`config.mk`:
```
export PLATFORM = sky130hd
export DESIGN_NAME = dmem_ctrl_flat
export DESIGN_NICKNAME = d
export VERILOG_FILES = /design/src/rtl/dmem_ctrl_if.sv /design/src/rtl/dmem_ctrl.sv /design/src/flat_wrapper.sv
export SDC_FILE = /design/constraint.sdc
export NUM_CORES = 1
export LEC_CHECK = 0
export ABC_AREA = 1
export CORE_ASPECT_RATIO = 1.25
export CORE_MARGIN = 2
export CORE_UTILIZATION = 42
export DETAILED_ROUTE_END_ITERATION = 12
export PLACE_DENSITY = 0.78
export SETUP_SLACK_MARGIN = 0.15
export SYNTH_ARGS = -nofsm -noshare
export SYNTH_HDL_FRONTEND = slang
export SYNTH_SLANG_ARGS = --single-unit
```
`constraint.sdc`:
```
create_clock -name clk -period 1.6 [get_ports clk]
set_input_delay 0.32 -clock clk [delete_from_list [all_inputs] [get_ports clk]]
set_output_delay 0.32 -clock clk [all_outputs]
set_load 0.02 [all_outputs]
```
`src/rtl/dmem_ctrl_if.sv`:
```
// rtl/dmem_ctrl_if.sv - memory-stage and downstream request/response bus for dmem_ctrl
interface dmem_ctrl_if;
  logic        dmem_read;
  logic        dmem_write;
  logic [31:0] dmem_address;
  logic [31:0] dmem_wdata;
  logic [3:0]  mem_byte_enable;
  logic        dmem_resp;
  logic [31:0] dmem_rdata;
  logic        mem_req_valid;
  logic        mem_req_ready;
  logic        mem_req_we;
  logic [31:0] mem_req_addr;
  logic [31:0] mem_req_wdata;
  logic [3:0]  mem_req_wmask;
  logic        mem_rsp_valid;
  logic [31:0] mem_rsp_rdata;

  modport slave (
    input  dmem_read, dmem_write, dmem_address, dmem_wdata, mem_byte_enable,
    input  mem_req_ready, mem_rsp_valid, mem_rsp_rdata,
    output dmem_resp, dmem_rdata,
    output mem_req_valid, mem_req_we, mem_req_addr, mem_req_wdata, mem_req_wmask
  );

  modport master (
    output dmem_read, dmem_write, dmem_address, dmem_wdata, mem_byte_enable,
    output mem_req_ready, mem_rsp_valid, mem_rsp_rdata,
    input  dmem_resp, dmem_rdata,
    input  mem_req_valid, mem_req_we, mem_req_addr, mem_req_wdata, mem_req_wmask
  );
endinterface

```
`src/rtl/dmem_ctrl.sv`:
```
// rtl/dmem_ctrl.sv - single-outstanding data memory controller with perf counters
// Bridges memory-stage load/store requests onto a valid/ready downstream request port.
module dmem_ctrl #(
  parameter int CNT_WIDTH = 32
) (
  input  logic                 clk,
  input  logic                 rst,
  dmem_ctrl_if.slave           bus,
  output logic [CNT_WIDTH-1:0] load_count,
  output logic [CNT_WIDTH-1:0] store_count,
  output logic [CNT_WIDTH-1:0] stall_count,
  output logic                 protocol_err
);

  typedef enum logic [1:0] {
    S_IDLE = 2'd0,
    S_REQ  = 2'd1,
    S_WAIT = 2'd2,
    S_RESP = 2'd3
  } state_e;

  state_e state_q, state_d;

  logic                 we_q;
  logic [31:0]          addr_q;
  logic [31:0]          wdata_q;
  logic [3:0]           wmask_q;
  logic [31:0]          rdata_q;
  logic [CNT_WIDTH-1:0] load_cnt_q;
  logic [CNT_WIDTH-1:0] store_cnt_q;
  logic [CNT_WIDTH-1:0] stall_cnt_q;
  logic                 perr_q;

  logic req_any;
  logic req_both;
  logic resp_pulse;

  assign req_any  = bus.dmem_read | bus.dmem_write;
  assign req_both = bus.dmem_read & bus.dmem_write;

  always_ff @(posedge clk) begin
    if (rst) begin
      state_q <= S_IDLE;
    end else begin
      state_q <= state_d;
    end
  end

  always_comb begin
    state_d = state_q;
    case (state_q)
      S_IDLE:  if (req_any) state_d = S_REQ;
      S_REQ:   if (bus.mem_req_ready) state_d = S_WAIT;
      S_WAIT:  if (bus.mem_rsp_valid) state_d = S_RESP;
      S_RESP:  state_d = S_IDLE;
      default: state_d = S_IDLE;
    endcase
  end

  // Handshake outputs are masked by rst so nothing leaks out during the reset cycle.
  always_comb begin
    resp_pulse        = (state_q == S_RESP) && !rst;
    bus.mem_req_valid = (state_q == S_REQ) && !rst;
    bus.dmem_resp     = resp_pulse;
    bus.dmem_rdata    = resp_pulse ? rdata_q : 32'h0;
  end

  assign bus.mem_req_we    = we_q;
  assign bus.mem_req_addr  = addr_q;
  assign bus.mem_req_wdata = wdata_q;
  assign bus.mem_req_wmask = wmask_q;

  // A simultaneous read+write is resolved as a write.
  always_ff @(posedge clk) begin
    if (rst) begin
      we_q    <= 1'b0;
      addr_q  <= 32'h0;
      wdata_q <= 32'h0;
      wmask_q <= 4'h0;
      rdata_q <= 32'h0;
    end else begin
      if (state_q == S_IDLE && req_any) begin
        we_q    <= bus.dmem_write;
        addr_q  <= {bus.dmem_address[31:2], 2'b00};
        wdata_q <= bus.dmem_wdata;
        wmask_q <= bus.dmem_write ? bus.mem_byte_enable : 4'h0;
      end
      if (state_q == S_WAIT && bus.mem_rsp_valid) begin
        rdata_q <= bus.mem_rsp_rdata;
      end
    end
  end

  always_ff @(posedge clk) begin
    if (rst) begin
      load_cnt_q  <= '0;
      store_cnt_q <= '0;
      stall_cnt_q <= '0;
      perr_q      <= 1'b0;
    end else begin
      if (resp_pulse && !we_q) load_cnt_q <= load_cnt_q + 1'b1;
      if (resp_pulse && we_q)  store_cnt_q <= store_cnt_q + 1'b1;
      if (req_any && !resp_pulse) stall_cnt_q <= stall_cnt_q + 1'b1;
      if ((state_q == S_IDLE && req_both) ||
          (bus.mem_rsp_valid && state_q != S_WAIT)) begin
        perr_q <= 1'b1;
      end
    end
  end

  assign load_count   = load_cnt_q;
  assign store_count  = store_cnt_q;
  assign stall_count  = stall_cnt_q;
  assign protocol_err = perr_q;

endmodule

```
`src/flat_wrapper.sv`:
```
// flat-port wrapper written by rule: the top's interface ports become plain ports
module dmem_ctrl_flat 
#(
  parameter int CNT_WIDTH = 32
)
  (clk, rst, load_count, store_count, stall_count, protocol_err, bus_dmem_read, bus_dmem_write, bus_dmem_address, bus_dmem_wdata, bus_mem_byte_enable, bus_mem_req_ready, bus_mem_rsp_valid, bus_mem_rsp_rdata, bus_dmem_resp, bus_dmem_rdata, bus_mem_req_valid, bus_mem_req_we, bus_mem_req_addr, bus_mem_req_wdata, bus_mem_req_wmask);
  dmem_ctrl_if bus_i ();
  input  logic clk;
  input  logic rst;
  output logic [CNT_WIDTH-1:0] load_count;
  output logic [CNT_WIDTH-1:0] store_count;
  output logic [CNT_WIDTH-1:0] stall_count;
  output logic protocol_err;
  input wire logic [$bits(bus_i.dmem_read)-1:0] bus_dmem_read;
  input wire logic [$bits(bus_i.dmem_write)-1:0] bus_dmem_write;
  input wire logic [$bits(bus_i.dmem_address)-1:0] bus_dmem_address;
  input wire logic [$bits(bus_i.dmem_wdata)-1:0] bus_dmem_wdata;
  input wire logic [$bits(bus_i.mem_byte_enable)-1:0] bus_mem_byte_enable;
  input wire logic [$bits(bus_i.mem_req_ready)-1:0] bus_mem_req_ready;
  input wire logic [$bits(bus_i.mem_rsp_valid)-1:0] bus_mem_rsp_valid;
  input wire logic [$bits(bus_i.mem_rsp_rdata)-1:0] bus_mem_rsp_rdata;
  output wire logic [$bits(bus_i.dmem_resp)-1:0] bus_dmem_resp;
  output wire logic [$bits(bus_i.dmem_rdata)-1:0] bus_dmem_rdata;
  output wire logic [$bits(bus_i.mem_req_valid)-1:0] bus_mem_req_valid;
  output wire logic [$bits(bus_i.mem_req_we)-1:0] bus_mem_req_we;
  output wire logic [$bits(bus_i.mem_req_addr)-1:0] bus_mem_req_addr;
  output wire logic [$bits(bus_i.mem_req_wdata)-1:0] bus_mem_req_wdata;
  output wire logic [$bits(bus_i.mem_req_wmask)-1:0] bus_mem_req_wmask;
  assign bus_i.dmem_read = bus_dmem_read;
  assign bus_i.dmem_write = bus_dmem_write;
  assign bus_i.dmem_address = bus_dmem_address;
  assign bus_i.dmem_wdata = bus_dmem_wdata;
  assign bus_i.mem_byte_enable = bus_mem_byte_enable;
  assign bus_i.mem_req_ready = bus_mem_req_ready;
  assign bus_i.mem_rsp_valid = bus_mem_rsp_valid;
  assign bus_i.mem_rsp_rdata = bus_mem_rsp_rdata;
  assign bus_dmem_resp = bus_i.dmem_resp;
  assign bus_dmem_rdata = bus_i.dmem_rdata;
  assign bus_mem_req_valid = bus_i.mem_req_valid;
  assign bus_mem_req_we = bus_i.mem_req_we;
  assign bus_mem_req_addr = bus_i.mem_req_addr;
  assign bus_mem_req_wdata = bus_i.mem_req_wdata;
  assign bus_mem_req_wmask = bus_i.mem_req_wmask;
  dmem_ctrl #(.CNT_WIDTH(CNT_WIDTH)) u_core (.clk(clk), .rst(rst), .bus(bus_i), .load_count(load_count), .store_count(store_count), .stall_count(stall_count), .protocol_err(protocol_err));
endmodule
```
==> results of run 1 <==
worst min path at each step:
stage                  startpoint             endpoint  slack [ns]  cells past startpoint
6_report                      rst  u_core.protocol_err        0.31                      3
3_5_place_dp    u_core.rdata_q[5]    u_core.rdata_q[5]        0.45                      2
3_3_place_gp   u_core.rdata_q[15]   u_core.rdata_q[15]        0.44                      2
2_1_floorplan  u_core.rdata_q[13]   u_core.rdata_q[13]        0.43                      2
5_1_grt                       rst  u_core.protocol_err        0.32                      3
4_1_cts                       rst  u_core.protocol_err        0.29                      3
registers in the layout, indices dropped and copies added, names as in the netlist:
signal / count
u_core.bus.mem_req_wdata: 32
u_core.load_count: 32
u_core.rdata_q: 32
u_core.stall_count: 32
u_core.store_count: 32
u_core.bus.mem_req_addr: 30
u_core.bus.mem_req_wmask: 4
u_core.state_q: 2
u_core.bus.mem_req_we: 1
u_core.protocol_err: 1
cells in the mapped netlist:
cell type	instances	share of area, %
nor3_2	2	0.22
inv_1	166	6.9
clkbuf_1	33	1.4
inv_2	4	0.17
and2_1	3	0.21
nand2_4	1	0.12
buf_4	5	0.42
or2_2	1	0.069
and3_1	1	0.069
nor3_1	13	0.72
nand3_2	3	0.33
xnor2_1	1	0.097
o21a_1	3	0.25
ha_1	7	0.97
buf_1	8	0.33
nand2_1	223	9.3
nor2_2	3	0.21
o21ai_0	124	6.9
xor2_1	6	0.58
nand4_1	25	1.7
nor2_4	3	0.37
a21oi_1	81	4.5
nand2_2	3	0.21
nand3b_1	2	0.17
buf_2	3	0.17
nor3b_1	5	0.42
o221ai_1	1	0.097
dfxtp_1	198	44
conb_1	1	0.042
o21ai_1	6	0.33
o21bai_1	2	0.17
nand3_4	1	0.19
nand3_1	76	4.2
nor2_1	340	14
final cells by class:
type	count	share of cell area [%]
clock buffers	17	2.84
clock inverters	15	1.40
inverters	170	4.40
multi-input cells	939	34.2
flip-flops and latches	198	27.1
well taps	274	2.29
repair buffers	408	27.7
cell families (layout without fill, tap and decap cells):
family / count (synthesis) / after routing
flops: 198 / 198
xor+xnor: 7 / 7
fa+ha+maj: 7 / 7
other cells: 1 / 2
buf+inv: 219 / 610
compound gates: 217 / 217
simple gates: 705 / 706
power groups by stage:
stage	logic, W	clock network [W]	registers (W)
final	0.00675	0.00453	0.00611
after global routing	0.00721	0.00481	0.00621
after CTS	0.00590	0.00461	0.00608
after detailed placement	0.00510	0	0.00617
after global placement	0.00504	0	0.00614
after floorplan	0.00178	0	0.00687
layer usage:
| metal | wire length (um) | vias up |
|---|---|---|
| met5 | 0 | - |
| met4 | 1100 | 0 |
| met3 | 2540 | 89 |
| met2 | 16500 | 431 |
| met1 | 11700 | 4829 |
| li1 | - | 5053 |
through the flow:
step	hold WS [ns]	TNS, ns	instances	worst slack [ns]
finish	0.309	-10.46	2021	-0.202
global route	0.320	-23.43	2021	-0.266
CTS	0.294	-8.01	2006	-0.181
detailed placement	0.448	-21.45	1954	-0.276
global placement	0.441	-15.21	1954	-0.241
floorplan	0.430	0	1355	0.0769
worst register-to-register path: cells and delay by family, from the launching register on:
| kind | cells | cell delay (ns) |
|---|---|---|
| and+or+nand+nor | 7 | 0.61 |
| buffers and inverters | 3 | 0.49 |
| DFF | 1 | 0.36 |
| adders and majority gates | 1 | 0.18 |
cell usage in the layout (no fill, tap or decap), drive strengths merged:
cell / n
nor2: 347
nand2: 227
dfxtp: 198
inv: 174
buf: 153
o21ai: 130
clkdlybuf4s15: 116
clkdlybuf4s50: 102
a21oi: 81
nand3: 80
dlygate4sd2: 32
nand4: 25
clkbuf: 22
nor3: 15
clkinv: 9
ha: 7
xor2: 6
nor3b: 5
o21a: 3
and2: 3
o21bai: 2
nand3b: 2
conb: 2
xnor2: 1
and3: 1
or2: 1
o221ai: 1
bufinv: 1
clkinvlp: 1
repair_timing:
action                                  4_1_cts  5_1_grt
resized for setup                           756      211
endpoints found under the hold margin         0        0
setup buffers                                15        7
gates cloned                                  5        8
pin swaps                                    20       39
endpoints found under the setup margin      381      326
==> impl_metrics.toml, run 1 <==
[final_layout]
seqCellArea_um2 = 4060
n_fill_cell = 1597
layout.nets = 1847
multi_input_area_um2 = 5120
fin_area_um2 = 15000
drive_gt1_share_pct = 31.2
diodes = 0
area_growth_pct = 66.1
final_core_util_pct = 71.4

[power_and_ir_drop]
p_clk_share_pct = 26.1
finalPower_w = 0.0174
max-vdd-ir-drop_uv = 944
power_density_nw_per_um2 = 1160
internal-power_w = 0.0111
seq_power_share_pct = 35.1
switchingPower_w = 0.00631
p_sw_share_pct = 36.3
pwr-share-comb_pct = 38.8
p_leak_nw = 5.92

[clocking]
clk_pin_slew_ns = 0.07
clk_path_buf_depth = 2
h-tree-depth = 4
cts_buffers = 17
clock-sinks = 198
cts_tree = "built"
clk_latency_ns = 0.44
hold_buffers = 0
clk_root_buffer_cell = "clkbuf_16"

[worst_setup_path]
reg2reg_setup_slack_ns = -0.13
startpoint_type = "flip-flop"
crit_start = "u_core.state_q[1]"
arrival_ns = 1.48
cp_top_family = "flip-flops"
ff2ff_path_depth = 11
crit_fanout = 8
cpMaxStageDelayCell = "dfxtp_2"
cp.depth = 5
reg2reg_from = "u_core.state_q[1]"
crit_buf_inv = 2
crit_end = "bus_dmem_rdata[5]"
timing.rr.end = "u_core.load_count[26]"
worst_setup_path_end_kind = "primary output"
crit_path_cell_trace = "ha_4, nand2_8, clkbuf_16, nor2_2, buf_4"
critPathKind = "reg -> out"
required_ns = 1.28
cpPeakStageDelay_ns = 0.36

[yosys]
synth_cell_types = 34
seq_area_frac_synth_pct = 44.0
synth-simple-area-share_pct = 32.7
synthXorXnorAreaFrac_pct = 0.680
synth-compound-area-share_pct = 12.2
ys_warn_count = 0
syn_inst = 1354
muxShareOfSynthArea_pct = 0
ys_seq_elements = 198
synth_adder_area_share_pct = 0.972
netlist_area_um2 = 9010
avgSynthCellArea_um2 = 6.66
synth_top_family_by_area = "simple AND/OR/NAND/NOR gates"

[floorplanning]
pin_count = 306
fp.dieW_um = 135
die_h_um = 168
rows = 59
core_um2 = 21000
dieArea_um2 = 22700
initial_core_util_pct = 43.0

[timing]
setup_viol = 132
worst_pin_slew_ns = 0.532
fin_worst_skew_ns = 0.0171
finalCriticalPeriod_ns = 1.80
hold_violations = 0
slew_viol_final = 0
min_period_over_period_pct = 113
fmax_ghz = 0.555
postLayoutSetupSlackWorst_ns = -0.202
maxSlewHeadroom_pct = 64.5
rsz0062_at_grt = "yes"

[drt]
drc = 0
routed_via_density = 5.15
wl_per_cell_um = 15.8
dr.pass1.iters = 6
ant_nets = 0
vias = 10400
finalWirelength_um = 31900
dr.first_iter.drc_count = 585

[job]
maxCapViolations = 0

[placed_design]
place_area_um2 = 12900
place_hpwl_um = 20600
place_congestion = 0.906
portBuffers = 301

[global_route]
antenna_found_initial = 0
grt_max_degree = 99
gr-total-overflow = 0
grt_pass1_wl_um = 47400
grt_busiest_layer = "met2"
grt_pass1_vias = 9842
grt_use_met1_pct = 27.7
use_met3_pct = 7.68
use_met2_pct = 47.1
grt_usage_pct = 25.8

[outcome]
status = "complete, but fails checks"
violations = "negative setup slack"

[hold_path]
holdCritPathClass = "in -> reg"
Power figures use the tool's default switching activity.
==> inputs of run 2 (changes only) <==
--- a/config.mk
+++ b/config.mk
@@ -8,10 +8,11 @@
 export ABC_AREA = 1
 export CORE_ASPECT_RATIO = 1.25
 export CORE_MARGIN = 2
-export CORE_UTILIZATION = 42
+export CORE_UTILIZATION = 50
 export DETAILED_ROUTE_END_ITERATION = 12
-export PLACE_DENSITY = 0.78
+export PLACE_DENSITY = 0.87
 export SETUP_SLACK_MARGIN = 0.15
+export SLEW_MARGIN = 30
 export SYNTH_ARGS = -nofsm -noshare
 export SYNTH_HDL_FRONTEND = slang
 export SYNTH_SLANG_ARGS = --single-unit
==> constraint.sdc (replaced) <==
create_clock -name clk -period 2.13 [get_ports clk]
set_input_delay 0.426 -clock clk [delete_from_list [all_inputs] [get_ports clk]]
set_output_delay 0.426 -clock clk [all_outputs]
set_load 0.02 [all_outputs]
==> run 2 against run 1 <==
The run now ends clean. Register-to-register slack gained 0.43 ns. Clock skew shrank 0.0056 ns. Count of clock-buffer cells in the layout grew 4. Sequential cell count is the same. Combinational power shrank 47%. Cell count shrank 6.7%. Via count shrank 6.9%. Die area shrank 16%. Power shrank 34%. Global-route usage grew 3.3 points. Clock power shrank 26%. Final area shrank 14%. Largest cell class unchanged.
==> impl_metrics.toml, run 2 (synthesis gave the netlist of run 1 again) <==
[power_and_ir_drop]
power_density_nw_per_um2 = 891
p_leak_nw = 5.44
finalPower_w = 0.0115
max-vdd-ir-drop_uv = 751

[floorplanning]
rows = 54
die_h_um = 154
initial_core_util_pct = 51.3
dieArea_um2 = 19100
pin_count = 306
fp.dieW_um = 124
core_um2 = 17600

[timing]
maxSlewHeadroom_pct = 55.9
fin_worst_skew_ns = 0.0115
hold_violations = 0
fmax_ghz = 0.510
fin_tns_setup_ns = 0
worst_pin_slew_ns = 0.662
setup_viol = 0
slew_viol_final = 0
finalCriticalPeriod_ns = 1.96
min_period_over_period_pct = 92.0
rsz0062_at_grt = "no"

[clocking]
clk_latency_ns = 0.43
cts_tree = "built"
h-tree-depth = 4
clk_pin_slew_ns = 0.07
cts_buffers = 17
clk_path_buf_depth = 2
clock-sinks = 198
clk_root_buffer_cell = "clkbuf_16"
hold_buffers = 0

[outcome]
status = "finished clean"

[job]
maxCapViolations = 0

[worst_setup_path]
crit_buf_inv = 1
crit_path_cell_trace = "clkdlybuf4s50_1"
cpMaxStageDelayCell = "clkdlybuf4s50_1"
arrival_ns = 1.53
cp_top_family = "buffers and inverters"
cpPeakStageDelay_ns = 0.66
reg2reg_from = "u_core.state_q[0]"
timing.rr.end = "u_core.load_count[10]"
crit_fanout = 5
worst_setup_path_end_kind = "primary output"
critPathKind = "reg -> out"
cp.depth = 1
startpoint_type = "flip-flop"
ff2ff_path_depth = 9
reg2reg_setup_slack_ns = 0.30
required_ns = 1.70

[hold_path]
worstHoldStart = "rst"
holdCritPathClass = "in -> reg"
holdPathEnd = "u_core.protocol_err"
min_path_cells = 3

[final_layout]
drive_gt1_share_pct = 7.17
area_growth_pct = 43.2
layout.nets = 1760
n_fill_cell = 1374
final_cell_mix = "nor2_1, clkdlybuf4s50_1, nand2_1"
mostFrequentLayoutCell = "nor2_1"
fin_area_um2 = 12900

[drt]
routed_via_density = 5.14
finalWirelength_um = 28100
dr.first_iter.drc_count = 629
dr.pass1.iters = 7
wl_per_cell_um = 14.9
ant_nets = 0
drc = 0
vias = 9686

[global_route]
gr-total-overflow = 0
grt_pass1_wl_um = 44600
grt_pass1_vias = 9333
grt_max_degree = 171
grt_usage_pct = 29.1
antenna_found_initial = 2

[placed_design]
place_hpwl_um = 19800
place_congestion = 0.893
place_area_um2 = 12300
portBuffers = 301
## run 2: cell count changes in the layout (fill, tap and decap cells not counted), sizes merged, moves of 6 or more
cell           change
clkdlybuf4s50    +134
clkdlybuf4s15    -116
buf              -100
dlygate4sd2       -23
dlymetal6s2s      +21
clkinv             -6
## run 2: final cells by class
cell class	count	area, um2	area share [%]
inverter	170	643	4.98
antenna	2	5.00	0.0388
clock inverter	11	136	1.06
sequential	198	3970	30.8
clock buffer	21	470	3.65
multi-input combinational	939	4290	33.2
timing repair buffer	321	3110	24.1
tap	224	280	2.17
## run 2: layer usage
layer / vias up / wire length [um] / track usage [%]
li1: 4848 / - / -
met4: 0 / 1300 / 14.5
met2: 381 / 13900 / 51.5
met3: 87 / 2560 / 8.53
met5: - / 0 / 0
met1: 4370 / 10300 / 30.7
## run 2: timing repair
| item | CTS | global route |
|---|---|---|
| buffers inserted | 0 | 6 |
| pin swaps | 3 | 4 |
| gates cloned | 1 | 0 |
| setup endpoints to repair | 44 | 61 |
| resized for setup | 113 | 66 |
## run 2: metrics by stage
stage / worst slack [ns] / hold slack (ns) / util [%] / instances
CTS: 0.0624 / 0.347 / 73.7 / 1878
detailed placement: 0.0289 / 0.446 / 69.9 / 1845
finish: 0.170 / 0.355 / 73.5 / 1886
global placement: 0.0884 / 0.441 / 69.9 / 1845
global route: 0.147 / 0.370 / 73.5 / 1886
floorplan: 0.478 / 0.430 / - / 1355
## run 2: worst max path at each step
stage | startpoint | end | slack [ns]
after floorplan | u_core.load_count[1] | u_core.load_count[14] | 0.48
after global placement | rst | bus_dmem_rdata[24] | 0.09
after detailed placement | rst | bus_dmem_rdata[0] | 0.03
after CTS | u_core.state_q[0] | bus_dmem_rdata[15] | 0.06
after global routing | u_core.load_count[18] | load_count[18] | 0.15
final | u_core.stall_count[23] | stall_count[23] | 0.17
## run 2: where the power goes
group	switching [W]	internal, W	total, W
sequential	0.000283	0.00430	0.00458
combinational	0.00210	0.00149	0.00359
clock	0.00147	0.00185	0.00333
